File: config.mk
export PLATFORM = sky130hd
export DESIGN_NAME = osc_clk_div_gen
export DESIGN_NICKNAME = d
export VERILOG_FILES = /design/src/rtl/osc_clk_pkg.sv /design/src/rtl/osc_clk_div_ch.sv /design/src/rtl/osc_clk_div_gen.sv
export SDC_FILE = /design/constraint.sdc
export NUM_CORES = 1
export LEC_CHECK = 0
export ABC_CLOCK_PERIOD_IN_PS = 5500
export CELL_PAD_IN_SITES_DETAIL_PLACEMENT = 0
export CELL_PAD_IN_SITES_GLOBAL_PLACEMENT = 1
export CORE_ASPECT_RATIO = 0.75
export CORE_UTILIZATION = 30
export DETAILED_ROUTE_END_ITERATION = 12
export GPL_TIMING_DRIVEN = 0
export PLACE_DENSITY_LB_ADDON = 0.1
export SLEW_MARGIN = 20
export SYNTH_ARGS = -nofsm -noshare
export SYNTH_HDL_FRONTEND = slang
export SYNTH_SLANG_ARGS = --single-unit
export TNS_END_PERCENT = 50
File: constraint.sdc
create_clock -name PCLK -period 5.5 [get_ports PCLK]
set_input_delay 0.55 -clock PCLK [delete_from_list [all_inputs] [get_ports PCLK]]
set_output_delay 0.55 -clock PCLK [all_outputs]
set_load 0.01 [all_outputs]
File: src/rtl/osc_clk_pkg.sv
// Shared types and constants for the oscillator clock-divider block.
// Holds the channel state encoding and startup-counter sizing helper.
package osc_clk_pkg;

    typedef enum logic {
        CH_IDLE = 1'b0,
        CH_RUN  = 1'b1
    } ch_state_e;

    localparam int DEF_STARTUP_CYCLES = 1024;

    function automatic int startup_cnt_w(input int cycles);
        return (cycles > 1) ? $clog2(cycles) : 1;
    endfunction

endpackage

File: src/rtl/osc_clk_div_ch.sv
// One divider channel: shadowed divide value, counter, tick and clock.
// Shadow reloads only at terminal count so no runt periods occur.
module osc_clk_div_ch
    import osc_clk_pkg::*;
#(
    parameter int CNT_W = 16
) (
    input  logic             clk,
    input  logic             rst_n,
    input  logic [CNT_W-1:0] div_val,
    input  logic             en,
    input  logic             ready,
    input  logic             sync,
    output logic             tick_o,
    output logic             clk_o,
    output logic             busy_o
);

    ch_state_e        state_q, state_d;
    logic [CNT_W-1:0] cnt_q, cnt_d;
    logic [CNT_W-1:0] shd_q, shd_d;
    logic             tick_d, clk_d;

    // Next-state: disable beats sync, sync beats terminal count.
    always_comb begin
        state_d = state_q;
        cnt_d   = cnt_q;
        shd_d   = shd_q;
        tick_d  = 1'b0;
        clk_d   = clk_o;
        unique case (state_q)
            CH_IDLE: begin
                cnt_d = '0;
                clk_d = 1'b0;
                if (en && ready) begin
                    state_d = CH_RUN;
                    shd_d   = div_val;
                end
            end
            CH_RUN: begin
                if (!en) begin
                    state_d = CH_IDLE;
                    cnt_d   = '0;
                    clk_d   = 1'b0;
                end else if (sync) begin
                    cnt_d = '0;
                    clk_d = 1'b0;
                    shd_d = div_val;
                end else if (cnt_q == shd_q) begin
                    cnt_d  = '0;
                    tick_d = 1'b1;
                    clk_d  = ~clk_o;
                    shd_d  = div_val;
                end else begin
                    cnt_d = cnt_q + 1'b1;
                end
            end
            default: state_d = CH_IDLE;
        endcase
    end

    // Channel state, counter, shadow and registered outputs.
    always_ff @(posedge clk or negedge rst_n) begin
        if (!rst_n) begin
            state_q <= CH_IDLE;
            cnt_q   <= '0;
            shd_q   <= '0;
            tick_o  <= 1'b0;
            clk_o   <= 1'b0;
        end else begin
            state_q <= state_d;
            cnt_q   <= cnt_d;
            shd_q   <= shd_d;
            tick_o  <= tick_d;
            clk_o   <= clk_d;
        end
    end

    assign busy_o = (state_q == CH_RUN);

endmodule

File: src/rtl/osc_clk_div_gen.sv
// Oscillator settle gate plus NUM_CH tick/divided-clock channels.
// Optional OSC_CLK_DIV_PHASE_ALIGN_EN adds sync_i to phase-align channels.
module osc_clk_div_gen
    import osc_clk_pkg::*;
#(
    parameter int NUM_CH         = 2,
    parameter int CNT_W          = 16,
    parameter int STARTUP_CYCLES = DEF_STARTUP_CYCLES
) (
    input  logic                    PCLK,
    input  logic                    PRESETN,
    input  logic [NUM_CH*CNT_W-1:0] div_val,
    input  logic [NUM_CH-1:0]       ch_en,
`ifdef OSC_CLK_DIV_PHASE_ALIGN_EN
    input  logic                    sync_i,
`endif
    output logic                    osc_ready,
    output logic [NUM_CH-1:0]       tick_o,
    output logic [NUM_CH-1:0]       clk_o,
    output logic [NUM_CH-1:0]       busy_o
);

    localparam int SW = startup_cnt_w(STARTUP_CYCLES);
    localparam logic [SW-1:0] S_LAST = SW'(STARTUP_CYCLES - 1);

    logic [SW-1:0] su_cnt;
    logic          sync;

`ifdef OSC_CLK_DIV_PHASE_ALIGN_EN
    assign sync = sync_i;
`else
    assign sync = 1'b0;
`endif

    // Settle counter saturates at the last count; ready follows a cycle later.
    always_ff @(posedge PCLK or negedge PRESETN) begin
        if (!PRESETN) begin
            su_cnt    <= '0;
            osc_ready <= 1'b0;
        end else begin
            if (su_cnt != S_LAST) su_cnt <= su_cnt + 1'b1;
            osc_ready <= (su_cnt == S_LAST);
        end
    end

    for (genvar i = 0; i < NUM_CH; i++) begin : g_ch
        osc_clk_div_ch #(
            .CNT_W (CNT_W)
        ) u_ch (
            .clk     (PCLK),
            .rst_n   (PRESETN),
            .div_val (div_val[i*CNT_W +: CNT_W]),
            .en      (ch_en[i]),
            .ready   (osc_ready),
            .sync    (sync),
            .tick_o  (tick_o[i]),
            .clk_o   (clk_o[i]),
            .busy_o  (busy_o[i])
        );
    end

endmodule

==> results of run 1 <==
## per-stage QoR
| step | instance area (um^2) | utilization |
|---|---|---|
| after floorplan | 3900 | - |
| after global placement | 4530 | 0.363 |
| after detailed placement | 4560 | 0.365 |
| after CTS | 4860 | 0.390 |
| after global routing | 4860 | 0.390 |
| final | 4860 | 0.390 |
## final cells by class
cell class                 count  area [um^2]
fill                        1224         7620
sequential                    81         2030
multi-input combinational    226         1740
timing repair buffer          43          445
clock buffer                  14          274
tap                          166          208
buffer                        13          110
clock inverter                 2         35.0
inverter                       6         22.5
## state kept, by name (all words and copies together) (netlist names)
register	flops
su_cnt	10
g_ch.u_ch.clk_o	2
osc_ready	1
g_ch.u_ch.cnt_q	32
g_ch.u_ch.busy_o	2
g_ch.u_ch.tick_o	2
g_ch.u_ch.shd_q	32
## per-layer routing
metal / wire length (um) / track usage / vias to the layer above
met3: 401 / 0.0407 / 7
met5: 0 / 0 / -
met2: 2840 / 0.167 / 46
met4: 97 / 0.0420 / 0
li1: - / - / 1193
met1: 4490 / 0.202 / 1137
## critical path, cell delays in order (launching register included)
cell	delay (ns)
dfrtp_1	0.45
xor2_1	0.20
nor4_1	0.51
nand4_2	0.27
o21ai_4	0.35
buf_12	0.19
mux2_4	0.30
## where the power goes
part | leakage, nW | internal, W | total (W) | switching, W
Clock | 0.153 | 0.000389 | 0.000622 | 0.000233
Sequential | 1.12 | 0.000596 | 0.000596 | 0
Combinational | 1.02 | 0.0000239 | 0.0000402 | 0.0000163
## cell usage in the layout (no fill, tap or decap), types with 3 or more instances in the layout
| cell | synthesis | routed |
|---|---|---|
| dfrtp_1 | 81 | 81 |
| xor2_1 | 48 | 48 |
| nor2_1 | 45 | 45 |
| clkdlybuf4s50_1 | 0 | 41 |
| mux2_4 | 20 | 20 |
| xnor2_1 | 19 | 19 |
| nand3_1 | 16 | 16 |
| nand2_1 | 16 | 16 |
| mux2_2 | 14 | 14 |
| clkbuf_16 | 0 | 9 |
| nand4_1 | 7 | 7 |
| buf_4 | 6 | 7 |
| inv_1 | 6 | 6 |
| nor4_2 | 5 | 5 |
| nor4_1 | 4 | 4 |
| and3_1 | 4 | 4 |
| buf_2 | 3 | 3 |
| nor3_1 | 3 | 3 |
| clkbuf_1 | 1 | 3 |
| o21a_1 | 3 | 3 |
| ha_1 | 3 | 3 |
| clkbuf_8 | 0 | 3 |
## logic make-up after synthesis
group,after synthesis,share of synthesized area
xor gates and xnor gates,67,0.150
buffers and inverters,19,0.0340
AOI/OAI and AO/OA,10,0.0224
and+or+nand+nor,112,0.147
muxes,34,0.117
DFF,81,0.519
adders and majority gates,3,0.00962
## path summary, 6_finish.rpt
kind	startpoint	endpoint	slack, ns	cells past startpoint
hold reg to reg	su_cnt[5]	su_cnt[5]	0.50	1
min in group PCLK	su_cnt[5]	su_cnt[5]	0.50	1
hold / removal	PRESETN	g_ch[1].u_ch.shd_q[10]	0.15	1
max in group asynchronous	PRESETN	su_cnt[1]	4.75	2
setup reg to reg	g_ch[0].u_ch.cnt_q[8]	g_ch[0].u_ch.shd_q[11]	3.09	6
setup / recovery	g_ch[0].u_ch.cnt_q[8]	g_ch[0].u_ch.shd_q[11]	3.09	6
==> run metrics, run 1 <==
outcome=complete, no violations; core region area=12500 um^2; root buffer cell=clkbuf_16; Seq/Total Area, Yosys=0.519; clk buf depth=2; final setup fails=0; Skew-Pair Late Insertion Delay=0.33 ns; Critical Path Sink Type=flop; Worst-path clk slew=0.06 ns; Die W=134 um; initial core utilization=0.313; Area contributors post-synth=dfrtp_1 (52%), xor2_1 (11%), mux2_4 (7.7%); dpl cells=535; syn avg cell area=12.0 um^2; H-tree levels=3; post-CTS sizing=0; PwrDens=259 nW/um^2; # nets final=419; Placement Setup Slack=3.05 ns; DRC viols=0; CP Launch Type=flop; Cells after Synth=326; global placer's final weighted congestion=0.711; Final Hold Violating Endpoints=0; Via Count=2383; TritonCTS clock tree=built; Post-Syn Nets=365; Cell Area, Synth=3900 um^2; fraction of layout cells with a size suffix above 1=0.190; Die Area=13500 um^2; WL/cell=14.2 um; CTS Sinks=81; FP Rows=35; Routed Antenna Nets=0; PortBufs=42; first-pass GRT wire length=13200 um; GRT overflow=0; synth cell count leaders=dfrtp_1 (81), xor2_1 (48), nor2_1 (45); crit path kind=flop to flop; Leak=2.29 nW; CTS buffer count=9; Initial DRC Count=89; die span in y=101 um; PnR Total Power=0.00126 W; Worst-Margin Slew=0.545 ns; crit path max fanout=10; Setup WS post-layout=3.09 ns; critical path required time=5.72 ns; Rel. slew slack=0.633; setup TNS=0 ns; RSZ-0062 raised after global routing=false; area leader, netlist=dfrtp_1; I/O Pins=43; Critical Path AT=2.63 ns; Unique masters post-synth=35; cts hold-fix bufs=0; # Post-CTS Setup Buffers=0; pin count of the biggest net entering global routing=53; worst vdd ir=0.158 mV; #FFs+latches synth=81; Via density=4.32; EDFF count, synth=0; detailed placement HPWL=5560 um; Main synth FF type=dfrtp_1; FFs w/ async S/R, synth=1.00; Max-Cap Viols=0; Area growth, synth to finish=24.7%; hold_ws=0.153 ns; most numerous cell in the Yosys netlist=dfrtp_1; Total GRT Usage=0.131; final cell count without fillers=551; diode count=0; initial antenna violation count=0; final wirelength=7830 um; worst hold path type=input port to async pin; Yosys top cell area share=0.519; min cycle time layout=2.41 ns; Slew Limit Fails=0; Tcrit/Tclk final=0.438; Fin Clk Skew=0.00519 ns; Yosys warning total=0; DR pass1 iterations=4; vias in the first global route=2448; Max Clk Rate=0.415 GHz
(Power assumes the default switching activity.)
==> inputs of run 2 (changes only) <==
- ABC_CLOCK_PERIOD_IN_PS: 5500 -> 2200
- clock period: 5.5 -> 2.2 ns (I/O delays scaled with it)
==> run metrics, run 2 (synthesis results as in run 1) <==
outcome=complete, no violations; PwrDens=638 nW/um^2; Worst-Margin Slew=0.476 ns; Initial DRC Count=101; Worst-path clk slew=0.06 ns; Final Hold Violating Endpoints=0; initial antenna violation count=0; Max Clk Rate=0.470 GHz; Total GRT Usage=0.130; detailed placement HPWL=5560 um; WL/cell=14.2 um; worst path cell trace=buf_6, xor2_1, nor4_4, nand4_4, o21ai_4, buf_12, mux2_4; TritonCTS clock tree=built; H-tree levels=3; worst hold path type=input port to async pin; fraction of layout cells with a size suffix above 1=0.201; Util after Layout=0.396; crit path max fanout=10; root buffer cell=clkbuf_16; vias in the first global route=2463; global placer's final weighted congestion=0.711; GRT overflow=0; setup TNS=0 ns; Via density=4.31; FP Rows=35; Rel. slew slack=0.680; PortBufs=42; Slew Limit Fails=0; die span in y=101 um; core region area=12500 um^2; CTS Sinks=81; CP Buf/Inv Count=2; DRC viols=0; Largest regs=g_ch.u_ch.cnt_q (32), g_ch.u_ch.shd_q (32), su_cnt (10); Die Area=13500 um^2; # nets final=423; Die W=134 um; diode count=0; Leak=2.33 nW; cell area after layout=4940 um^2; clk buf depth=2; slowest stage delay, CP=0.41 ns; CP Launch Type=flop; DR pass1 iterations=4; final setup fails=0; pin count of the biggest net entering global routing=53; final wirelength=7860 um; Routed Antenna Nets=0; initial core utilization=0.313; commonest non-fill, non-tap cell in the layout=dfrtp_1; crit path kind=flop to flop; RSZ-0062 raised after global routing=true; Critical Path Sink Type=flop; commonest non-fill, non-tap cells in the layout=dfrtp_1 (81), xor2_1 (48), nor2_1 (45), clkdlybuf4s50_1 (41), mux2_4 (20); placed cell area=4560 um^2; Fin Clk Skew=0.00511 ns; critical path required time=2.41 ns; PnR Total Power=0.00315 W; CTS buffer count=9; Max-Cap Viols=0; Critical Path AT=2.34 ns; Skew-Pair Late Insertion Delay=0.33 ns; critical path's slowest cell=nor4_4; I/O Pins=43; Area growth, synth to finish=26.6%; min cycle time layout=2.13 ns; first-pass GRT wire length=13200 um; Tcrit/Tclk final=0.967; family with the most delay on the worst path=simple AND/OR/NAND/NOR gates; Via Count=2393; worst vdd ir=0.396 mV
==> run 2: what timing repair did <==
| item | CTS | global route |
|---|---|---|
| hold buffers | 1 | 0 |
| setup endpoints to repair | 36 | 41 |
| setup buffers | 3 | 0 |
| endpoints found under the hold margin | 29 | 0 |
| pin swaps | 4 | 2 |
| resized for setup | 4 | 2 |
| gates cloned | 0 | 0 |
==> run 2: power by group <==
| group | total, W | internal, W | leakage [nW] | switching, W |
|---|---|---|---|---|
| Sequential | 0.00149 | 0.00149 | 1.12 | 0 |
| Clock | 0.00156 | 0.000972 | 0.153 | 0.000586 |
| Combinational | 0.000102 | 0.0000609 | 1.06 | 0.0000411 |
| Total | 0.00315 | 0.00252 | 2.33 | 0.000627 |
==> run 2: per-stage QoR <==
stage	cells	setup WS [ns]	hold slack [ns]
final	555	0.0732	0.369
after global routing	555	-0.00744	0.403
after CTS	555	0.0129	0.381
after detailed placement	535	-0.253	0.190
after global placement	534	-2.28	0.494
after floorplan	326	0.242	-0.0756
==> run 2: cell type report <==
class | count | area, um^2
Sequential cell | 81 | 2030
Timing Repair Buffer | 47 | 482
Inverter | 6 | 22.5
Clock buffer | 14 | 274
Buffer | 13 | 110
Multi-Input combinational cell | 226 | 1780
Tap cell | 166 | 208
Clock inverter | 2 | 35.0
Fill cell | 1216 | 7540
==> run 2: path summary, 6_finish.rpt <==
kind                                          end  slack, ns  cells past startpoint                   from
setup / recovery           g_ch[0].u_ch.shd_q[13]       0.07                      7  g_ch[0].u_ch.cnt_q[7]
hold / removal             g_ch[1].u_ch.shd_q[10]       0.37                      2                PRESETN
setup reg to reg           g_ch[0].u_ch.shd_q[13]       0.07                      7  g_ch[0].u_ch.cnt_q[7]
hold reg to reg                         su_cnt[5]       0.50                      1              su_cnt[5]
max in group asynchronous               su_cnt[1]       1.24                      3                PRESETN
min in group PCLK           g_ch[0].u_ch.shd_q[3]       0.49                      2             div_val[3]
==> run 2: worst register-to-register path, cell delays in order (launching register included) <==
cell	delay [ns]
dfrtp_1	0.37
buf_6	0.13
xor2_1	0.18
nor4_4	0.41
nand4_4	0.19
o21ai_4	0.25
buf_12	0.18
mux2_4	0.31
==> run 2: per-layer routing <==
metal  share of wire  global-route usage  up-vias
met2            0.37               0.168       46
li1                -                   -     1201
met4           0.012              0.0420        0
met5               0                   0        -
met1            0.57               0.200     1139
met3           0.051              0.0407        7
==> inputs of run 3 (changes only) <==
- ABC_CLOCK_PERIOD_IN_PS: 2200 -> 1970
- clock period: 2.2 -> 1.97 ns (I/O delays scaled with it)
==> run metrics, run 3 (synthesis results as in run 1) <==
outcome=finished, violations left; failing checks=setup timing; vias in the first global route=2572; Worst-Margin Slew=0.505 ns; root buffer cell=clkbuf_16; global placer's final weighted congestion=0.711; worst hold path type=input port to async pin; core region area=12500 um^2; Slew Limit Fails=0; Die W=134 um; initial antenna violation count=0; Gate power share=0.033; worst vdd ir=0.444 mV; internal power=0.00282 W; DR pass1 iterations=4; clock share of power=0.495; Sequential Power Share=0.473; first-pass GRT wire length=13700 um; crit path kind=flop to flop; Via Count=2480; TritonCTS clock tree=built; commonest non-fill, non-tap cells in the layout=dfrtp_1 (73), xor2_1 (45), nor2_1 (45), clkdlybuf4s50_1 (41), buf_4 (26); final wirelength=8170 um; Total GRT Usage=0.135; Fin Clk Skew=0.00668 ns; PortBufs=42; CTS Sinks=81; die span in y=101 um; crit path max fanout=10; commonest non-fill, non-tap cell in the layout=dfrtp_1; setup TNS=-2.01 ns; Critical Path Sink Type=flop; clk buf depth=2; worst path cell trace=xor2_2, nor4_4, nand4_4, o21ai_4, buf_12, mux2_4; Max-Cap Viols=0; GRT overflow=0; I/O Pins=43; pin count of the biggest net entering global routing=53; min cycle time layout=2.09 ns; DRC viols=0; Final Hold Violating Endpoints=0; reg2reg start=g_ch[0].u_ch.cnt_q[9]; Max Clk Rate=0.478 GHz; NetSw=0.000701 W; Die Area=13500 um^2; flop2flop setup slack=-0.12 ns; fraction of layout cells with a size suffix above 1=0.266; critical path required time=2.18 ns; Tcrit/Tclk final=1.06; initial core utilization=0.313; FP Rows=35; critical path's slowest cell=dfrtp_2; Initial DRC Count=68; Setup WS post-layout=-0.122 ns; H-tree levels=3; M3 GR Usage=0.0407; WL/cell=14.3 um; final setup fails=34; detailed placement HPWL=5560 um; Worst-path clk slew=0.06 ns; Skew-Pair Late Insertion Delay=0.34 ns; Area growth, synth to finish=32.5%; CTS buffer count=9; r2r endpoint=g_ch[0].u_ch.shd_q[13]; CP Launch Type=flop; FILL cells=1188; slowest stage delay, CP=0.43 ns; Critical Path AT=2.31 ns; Largest regs=g_ch.u_ch.cnt_q (32), g_ch.u_ch.shd_q (32), su_cnt (10); hold_ws=0.346 ns; Via density=4.34; grt peak-use layer=met1; Leak=2.43 nW; met1 Usage GRT=0.206; r2r worst-path depth=6; diode count=0; PwrDens=680 nW/um^2; # nets final=440; grt met2 use=0.178; Rel. slew slack=0.661; switching share of power=0.199; RSZ-0062 raised after global routing=true; Routed Antenna Nets=0
## run 3: stage by stage
step / cells / util / total power (W) / area, um^2 / worst slack, ns
floorplan: 326 / - / 0.00170 / 3900 / 0.0125
global placement: 534 / 0.363 / 0.00180 / 4530 / -2.49
detailed placement: 535 / 0.365 / 0.00181 / 4560 / -0.483
CTS: 568 / 0.409 / 0.00357 / 5110 / -0.133
global route: 572 / 0.414 / 0.00364 / 5170 / -0.194
finish: 572 / 0.414 / 0.00352 / 5170 / -0.122
## run 3: power by group through the flow
stage               registers [W]   logic [W]  clock network (W)
floorplan                 0.00169  0.00000137                  0
global placement          0.00169    0.000110                  0
detailed placement        0.00169    0.000116                  0
CTS                       0.00166    0.000119            0.00179
global route              0.00166    0.000127            0.00185
finish                    0.00166    0.000114            0.00174
## run 3: layout make-up
class,count,area [um^2],share of cell area
repair buffers,66,661,0.128
clock buffers,14,274,0.0530
plain buffers,11,92.6,0.0179
inverters,6,22.5,0.00435
well taps,166,208,0.0402
clock inverters,2,35.0,0.00677
multi-input cells,226,1840,0.356
flip-flops and latches,81,2040,0.394
## run 3: worst max-delay path by stage
stage	startpoint	to
after floorplan	g_ch[0].u_ch.cnt_q[7]	g_ch[0].u_ch.shd_q[10]
after global placement	PRESETN	g_ch[0].u_ch.shd_q[3]
after detailed placement	g_ch[0].u_ch.cnt_q[8]	g_ch[0].u_ch.shd_q[11]
after CTS	g_ch[0].u_ch.cnt_q[9]	g_ch[0].u_ch.shd_q[11]
after global routing	g_ch[0].u_ch.cnt_q[9]	g_ch[0].u_ch.shd_q[6]
final	g_ch[0].u_ch.cnt_q[9]	g_ch[0].u_ch.shd_q[13]
## run 3: timing repair
action | in CTS | in global routing
gates resized for setup | 19 | 9
endpoints found under the hold margin | 29 | 0
gates cloned | 1 | 0
hold buffers | 1 | 0
pin swaps | 11 | 6
buffers inserted | 16 | 5
setup endpoints to repair | 58 | 54
## run 3: critical path, delay by kind of cell (launching register included)
kind	cells	cell delay (ns)
AND/OR/NAND/NOR	2	0.61
flip-flops	1	0.43
multiplexers	1	0.30
buffers and inverters	1	0.18
XOR/XNOR	1	0.19
AO/OA/AOI/OAI	1	0.26
## run 3: metal layers
metal,up-vias,routed length [um]
li1,1236,-
met1,1188,4570
met2,47,3090
met3,9,410
met4,0,98
met5,-,0
==> edit 1: new RTL, settings of run 3 <==
The option `OSC_CLK_DIV_PHASE_ALIGN_EN` is turned on by a define.
--- a/src/rtl/osc_clk_div_gen.sv
+++ b/src/rtl/osc_clk_div_gen.sv
@@ -1,4 +1,6 @@
 // Oscillator settle gate plus NUM_CH tick/divided-clock channels.
 // Optional OSC_CLK_DIV_PHASE_ALIGN_EN adds sync_i to phase-align channels.
+`define OSC_CLK_DIV_PHASE_ALIGN_EN
+
 module osc_clk_div_gen
     import osc_clk_pkg::*;
Interface: changed (added sync_i); port bits go from 43 to 44. The function was not compared with the original's and may differ.
==> edit 1 against run 3 <==
The flow still finishes with violations (setup timing). Utilization fell by 0.32 points. Design area fell by 0.77%. Maximum frequency fell by 3.0%. Power down 2.6%. Critical path depth is the same. Routed wire length is 2.8% higher. Clock power decreased by 5%. Hold slack improved by 0.030 ns. Worst setup slack got worse by 0.066 ns. Count of clock-buffer cells in the layout decreased by 1. Sequential cell count stayed put. Synthesized area about the same. Die area about the same. Largest power group is now sequential cells.
==> edit 1: results (changes against run 3) <==
metric,value,unit,change
routed wire length,8.40,mm,+2.8%
layout cell share with drive strength beyond 1,24.3,%,-2.3 points
met1 GRT Util,21.4,%,+0.71 points
pre-CTS WS,-0.636,ns,-0.154 ns
Post-synth top cells,"dfrtp_1 (81), nor2_1 (51), xor2_1 (48)",,
number of distinct library cells after synthesis,32,,-8.6%
Clock Power,1.65,mW,-5%
net count of the mapped netlist,372,,+1.9%
vias in the first global route,2615,,+1.7%
crit path max fanout,5,,-5
met3 routed WL,338,um,-18%
M3 GR Usage,4.32,%,+0.25 points
Setup Viol. Count Final,31,,-8.8%
WL met2,3.20,mm,+3.6%
status,"finished, violations left",,
CP top delay family,multiplexers,,
# fillers,1200,,+1.0%
final worst setup slack,-0.188,ns,-0.0658 ns
Worst Skew,0.00416,ns,-0.00252 ns
syn_area_per_cell,11.8,um2,-1.8%
sequential area share after synthesis,52.0,%,about the same
First DRT Iteration DRCs,94,,+38%
Slew HR,65.8,%,-0.26 points
Tot GR Track Use,13.8,%,+0.32 points
"top cells by area, synth","dfrtp_1 (52%), xor2_1 (11%), mux2_4 (8.5%)",,
failing checks,setup timing,,
Placed Area,4560,um2,+0.19%
Seq pwr share,48.5,%,+1.2 points
via count,2535,,+2.2%
largest net degree at the start of global routing,46,,-13%
edit 1: cell types whose count changed after synthesis, sizes merged, moves of 2 or more:
cell    change
nor2        +6
clkbuf      +3
and4        +2
mux2i       +2
nand2       -2
nand3       -2
edit 1: area by class of cell:
| cell class | count | share of cell area [%] |
|---|---|---|
| inverters | 5 | 0.366 |
| multi-input cells | 231 | 35.4 |
| clock buffers | 13 | 4.88 |
| plain buffers | 12 | 2.39 |
| repair buffers | 66 | 12.6 |
| clock inverters | 3 | 0.780 |
| well taps | 166 | 4.05 |
| flip-flops and latches | 81 | 39.6 |
edit 1: timing repair:
action,CTS,global route
endpoints found under the setup margin,64,44
hold buffers,1,0
gates resized for setup,18,5
cloned,0,1
pin swaps,8,4
buffers inserted,18,2
hold endpoints to repair,36,0
edit 1: logic make-up (layout without fill, tap and decap cells):
kind of cell	Yosys count	in the layout	share of synthesized area, %
buffers and inverters	20	99	3.40
AOI/OAI and AO/OA	8	8	1.19
adders and majority gates	3	3	0.962
xor gates and xnor gates	67	67	15.0
DFF	81	81	52.0
muxes	37	37	12.7
and+or+nand+nor	116	116	14.7
edit 1: path summary, 6_finish.rpt:
kind                                         from                     end  slack (ns)  cells after the start
max reg2reg                g_ch[1].u_ch.cnt_q[12]  g_ch[1].u_ch.shd_q[14]       -0.19                      6
max in group asynchronous                 PRESETN   g_ch[1].u_ch.cnt_q[9]        0.98                      3
min reg2reg                 g_ch[1].u_ch.cnt_q[0]   g_ch[1].u_ch.cnt_q[0]        0.51                      1
max                        g_ch[1].u_ch.cnt_q[12]  g_ch[1].u_ch.shd_q[14]       -0.19                      6
min in group PCLK                        ch_en[0]     g_ch[0].u_ch.busy_o        0.47                      2
min                                       PRESETN  g_ch[1].u_ch.shd_q[12]        0.38                      2
==> edit 2: new RTL, settings of run 3 <==
Made on the original files. Make the reset (`PRESETN` and `rst_n`) synchronous in 2 clocked blocks.
--- a/src/rtl/osc_clk_div_ch.sv
+++ b/src/rtl/osc_clk_div_ch.sv
@@ -61,5 +61,5 @@
 
     // Channel state, counter, shadow and registered outputs.
-    always_ff @(posedge clk or negedge rst_n) begin
+    always_ff @(posedge clk) begin
         if (!rst_n) begin
             state_q <= CH_IDLE;
--- a/src/rtl/osc_clk_div_gen.sv
+++ b/src/rtl/osc_clk_div_gen.sv
@@ -34,5 +34,5 @@
 
     // Settle counter saturates at the last count; ready follows a cycle later.
-    always_ff @(posedge PCLK or negedge PRESETN) begin
+    always_ff @(posedge PCLK) begin
         if (!PRESETN) begin
             su_cnt    <= '0;
Behaviour: no difference found for any inputs over 10 cycles, from zero or initial values and one cycle with PRESETN low; that may be too few to reach the edited logic, so the function may still have changed.
==> edit 2 against run 3 <==
Clock power shrank 6%. Synthesized area is 17% higher. Routed wire length increased by 44%. Utilization down 3.4 points. Sequential cell count unchanged. Design area rose by 7.8%. Power shrank 2.9%. Worst setup slack improved by 0.20 ns. Final cell count increased by 32%. Combinational power increased by 18%. Critical path type unchanged.
==> edit 2: results (changes against run 3) <==
metric,value,unit,change
largest registers,"g_ch.u_ch.cnt_q x32, g_ch.u_ch.shd_q x32, su_cnt x10",,
ANT cells,0,,unchanged
Worst EP arrival,2.12,ns,-0.19 ns
Max rail drop VDD,0.382,mV,-14%
antenna violations before repair,0,,unchanged
Clock transition at path regs,0.06,ns,about the same
Critical Path Max Stage Delay,0.49,ns,+0.06 ns
"top cells by area, synth","dfxtp_1 (36%), mux2_2 (16%), xor2_1 (8.1%)",,
"FFs w/ async S/R, synth",0,%,-100 points
leakage power,2.13,nW,-12%
Post-synth top cells,"dfxtp_1 (81), nand2_1 (81), mux2_2 (64)",,
First DRT Iteration DRCs,136,,+100%
Main synth FF type,dfxtp_1,,
first-pass GRT wire length,19.1,mm,+39%
status,"complete, no violations",,
CTS buffer count,9,,unchanged
crit path max fanout,9,,-1
Min-Delay Path Class,primary input to flop,,
net count of the mapped netlist,533,,+46%
DR pass1 iterations,4,,unchanged
DPL Wire Length,8.69,mm,+56%
number of distinct library cells after synthesis,41,,+17%
# fillers,1473,,+24%
Via-to-Cell Ratio,4.81,,+11%
gpl congestion,0.774,,+8.8%
Yosys Warn Count,0,,unchanged
port bufs,41,,-2.4%
drt wl/cell,15.7,um,+9.7%
CP top delay family,simple AND/OR/NAND/NOR gates,,
fin nets,588,,+34%
# H-tree levels,3,,unchanged
Tot GR Track Use,16.4,%,+2.9 points
switching power,0.733,mW,+4.6%
layout cell share with drive strength beyond 1,21.3,%,-5.3 points
largest net degree at the start of global routing,13,,-75%
Longest Clk Path Bufs,2,,unchanged
Slew HR,60.5,%,-5.6 points
sequential area share after synthesis,35.6,%,-16 points
vias in the first global route,3467,,+35%
Crit-path slowest cell,dfxtp_1,,
worst skew pair latency,0.34,ns,about the same
root buffer cell,clkbuf_16,,
Worst Skew,0.00624,ns,-0.000439 ns
## edit 2: kinds of logic (layout without fill, tap and decap cells)
group | count (synthesis) | after routing | share of synthesized area, %
AO/OA/AOI/OAI | 24 | 24 | 3.62
XOR/XNOR | 60 | 60 | 11.5
adder cells (fa/ha/maj) | 3 | 3 | 0.824
AND/OR/NAND/NOR | 188 | 188 | 20.5
multiplexers | 99 | 99 | 23.6
flip-flops | 81 | 81 | 35.6
buffers and inverters | 39 | 98 | 4.36
## edit 2: final cells by class
class	count	area, um2	area share, %
Multi-Input combinational cell	374	2780	49.8
Sequential cell	81	1620	29.1
Timing Repair Buffer	45	440	7.90
Tap cell	200	250	4.49
Clock buffer	11	233	4.17
Buffer	31	168	3.01
Clock inverter	4	45.0	0.808
Inverter	7	40.0	0.718
## edit 2: through the flow
step	setup slack [ns]	utilization [%]	cell area, um2	std cells	total power, mW
after floorplan	0.263	-	4560	494	1.72
after global placement	-0.151	35.6	5220	735	1.82
after detailed placement	-0.194	35.6	5220	735	1.82
after CTS	0.00531	37.7	5520	750	3.49
after global routing	0.00119	38.1	5580	753	3.57
final	0.0791	38.1	5580	753	3.42
## edit 2: power groups by stage
stage	Sequential (mW)	Clock, mW	Combinational (mW)
final	1.65	1.63	0.134
after global routing	1.65	1.78	0.144
after CTS	1.65	1.71	0.136
after detailed placement	1.68	0	0.135
after global placement	1.69	0	0.133
after floorplan	1.68	0	0.0326
## edit 2: final timing paths
path / startpoint / to / slack (ns) / cells past startpoint
worst max-delay path: g_ch[0].u_ch.cnt_q[8] / g_ch[0].u_ch.clk_o / 0.08 / 5
worst min-delay path: PRESETN / su_cnt[1] / 0.37 / 3
worst max register to register: g_ch[0].u_ch.cnt_q[8] / g_ch[0].u_ch.clk_o / 0.08 / 5
worst min register to register: su_cnt[1] / su_cnt[1] / 0.49 / 2
## edit 2: worst reg2reg max path: stages, from the launching register on
cell      delay [ns]
dfxtp_1         0.49
xor2_1          0.11
nor4_1          0.40
and4_1          0.23
clkbuf_4        0.21
mux2_1          0.33
## edit 2: timing repair
action                                  4_1_cts  5_1_grt
resized for setup                             4       12
hold buffers                                  0        0
endpoints found under the setup margin       34       41
hold endpoints to repair                      0        0
setup buffers                                 1        3
pin swaps                                     1        4
## edit 2: routing by layer
layer | global-route usage (%) | wire [um]
met1 | 23.6 | 6250
met5 | 0 | 0
met4 | 5.19 | 104
met3 | 4.52 | 472
met2 | 23.4 | 4980
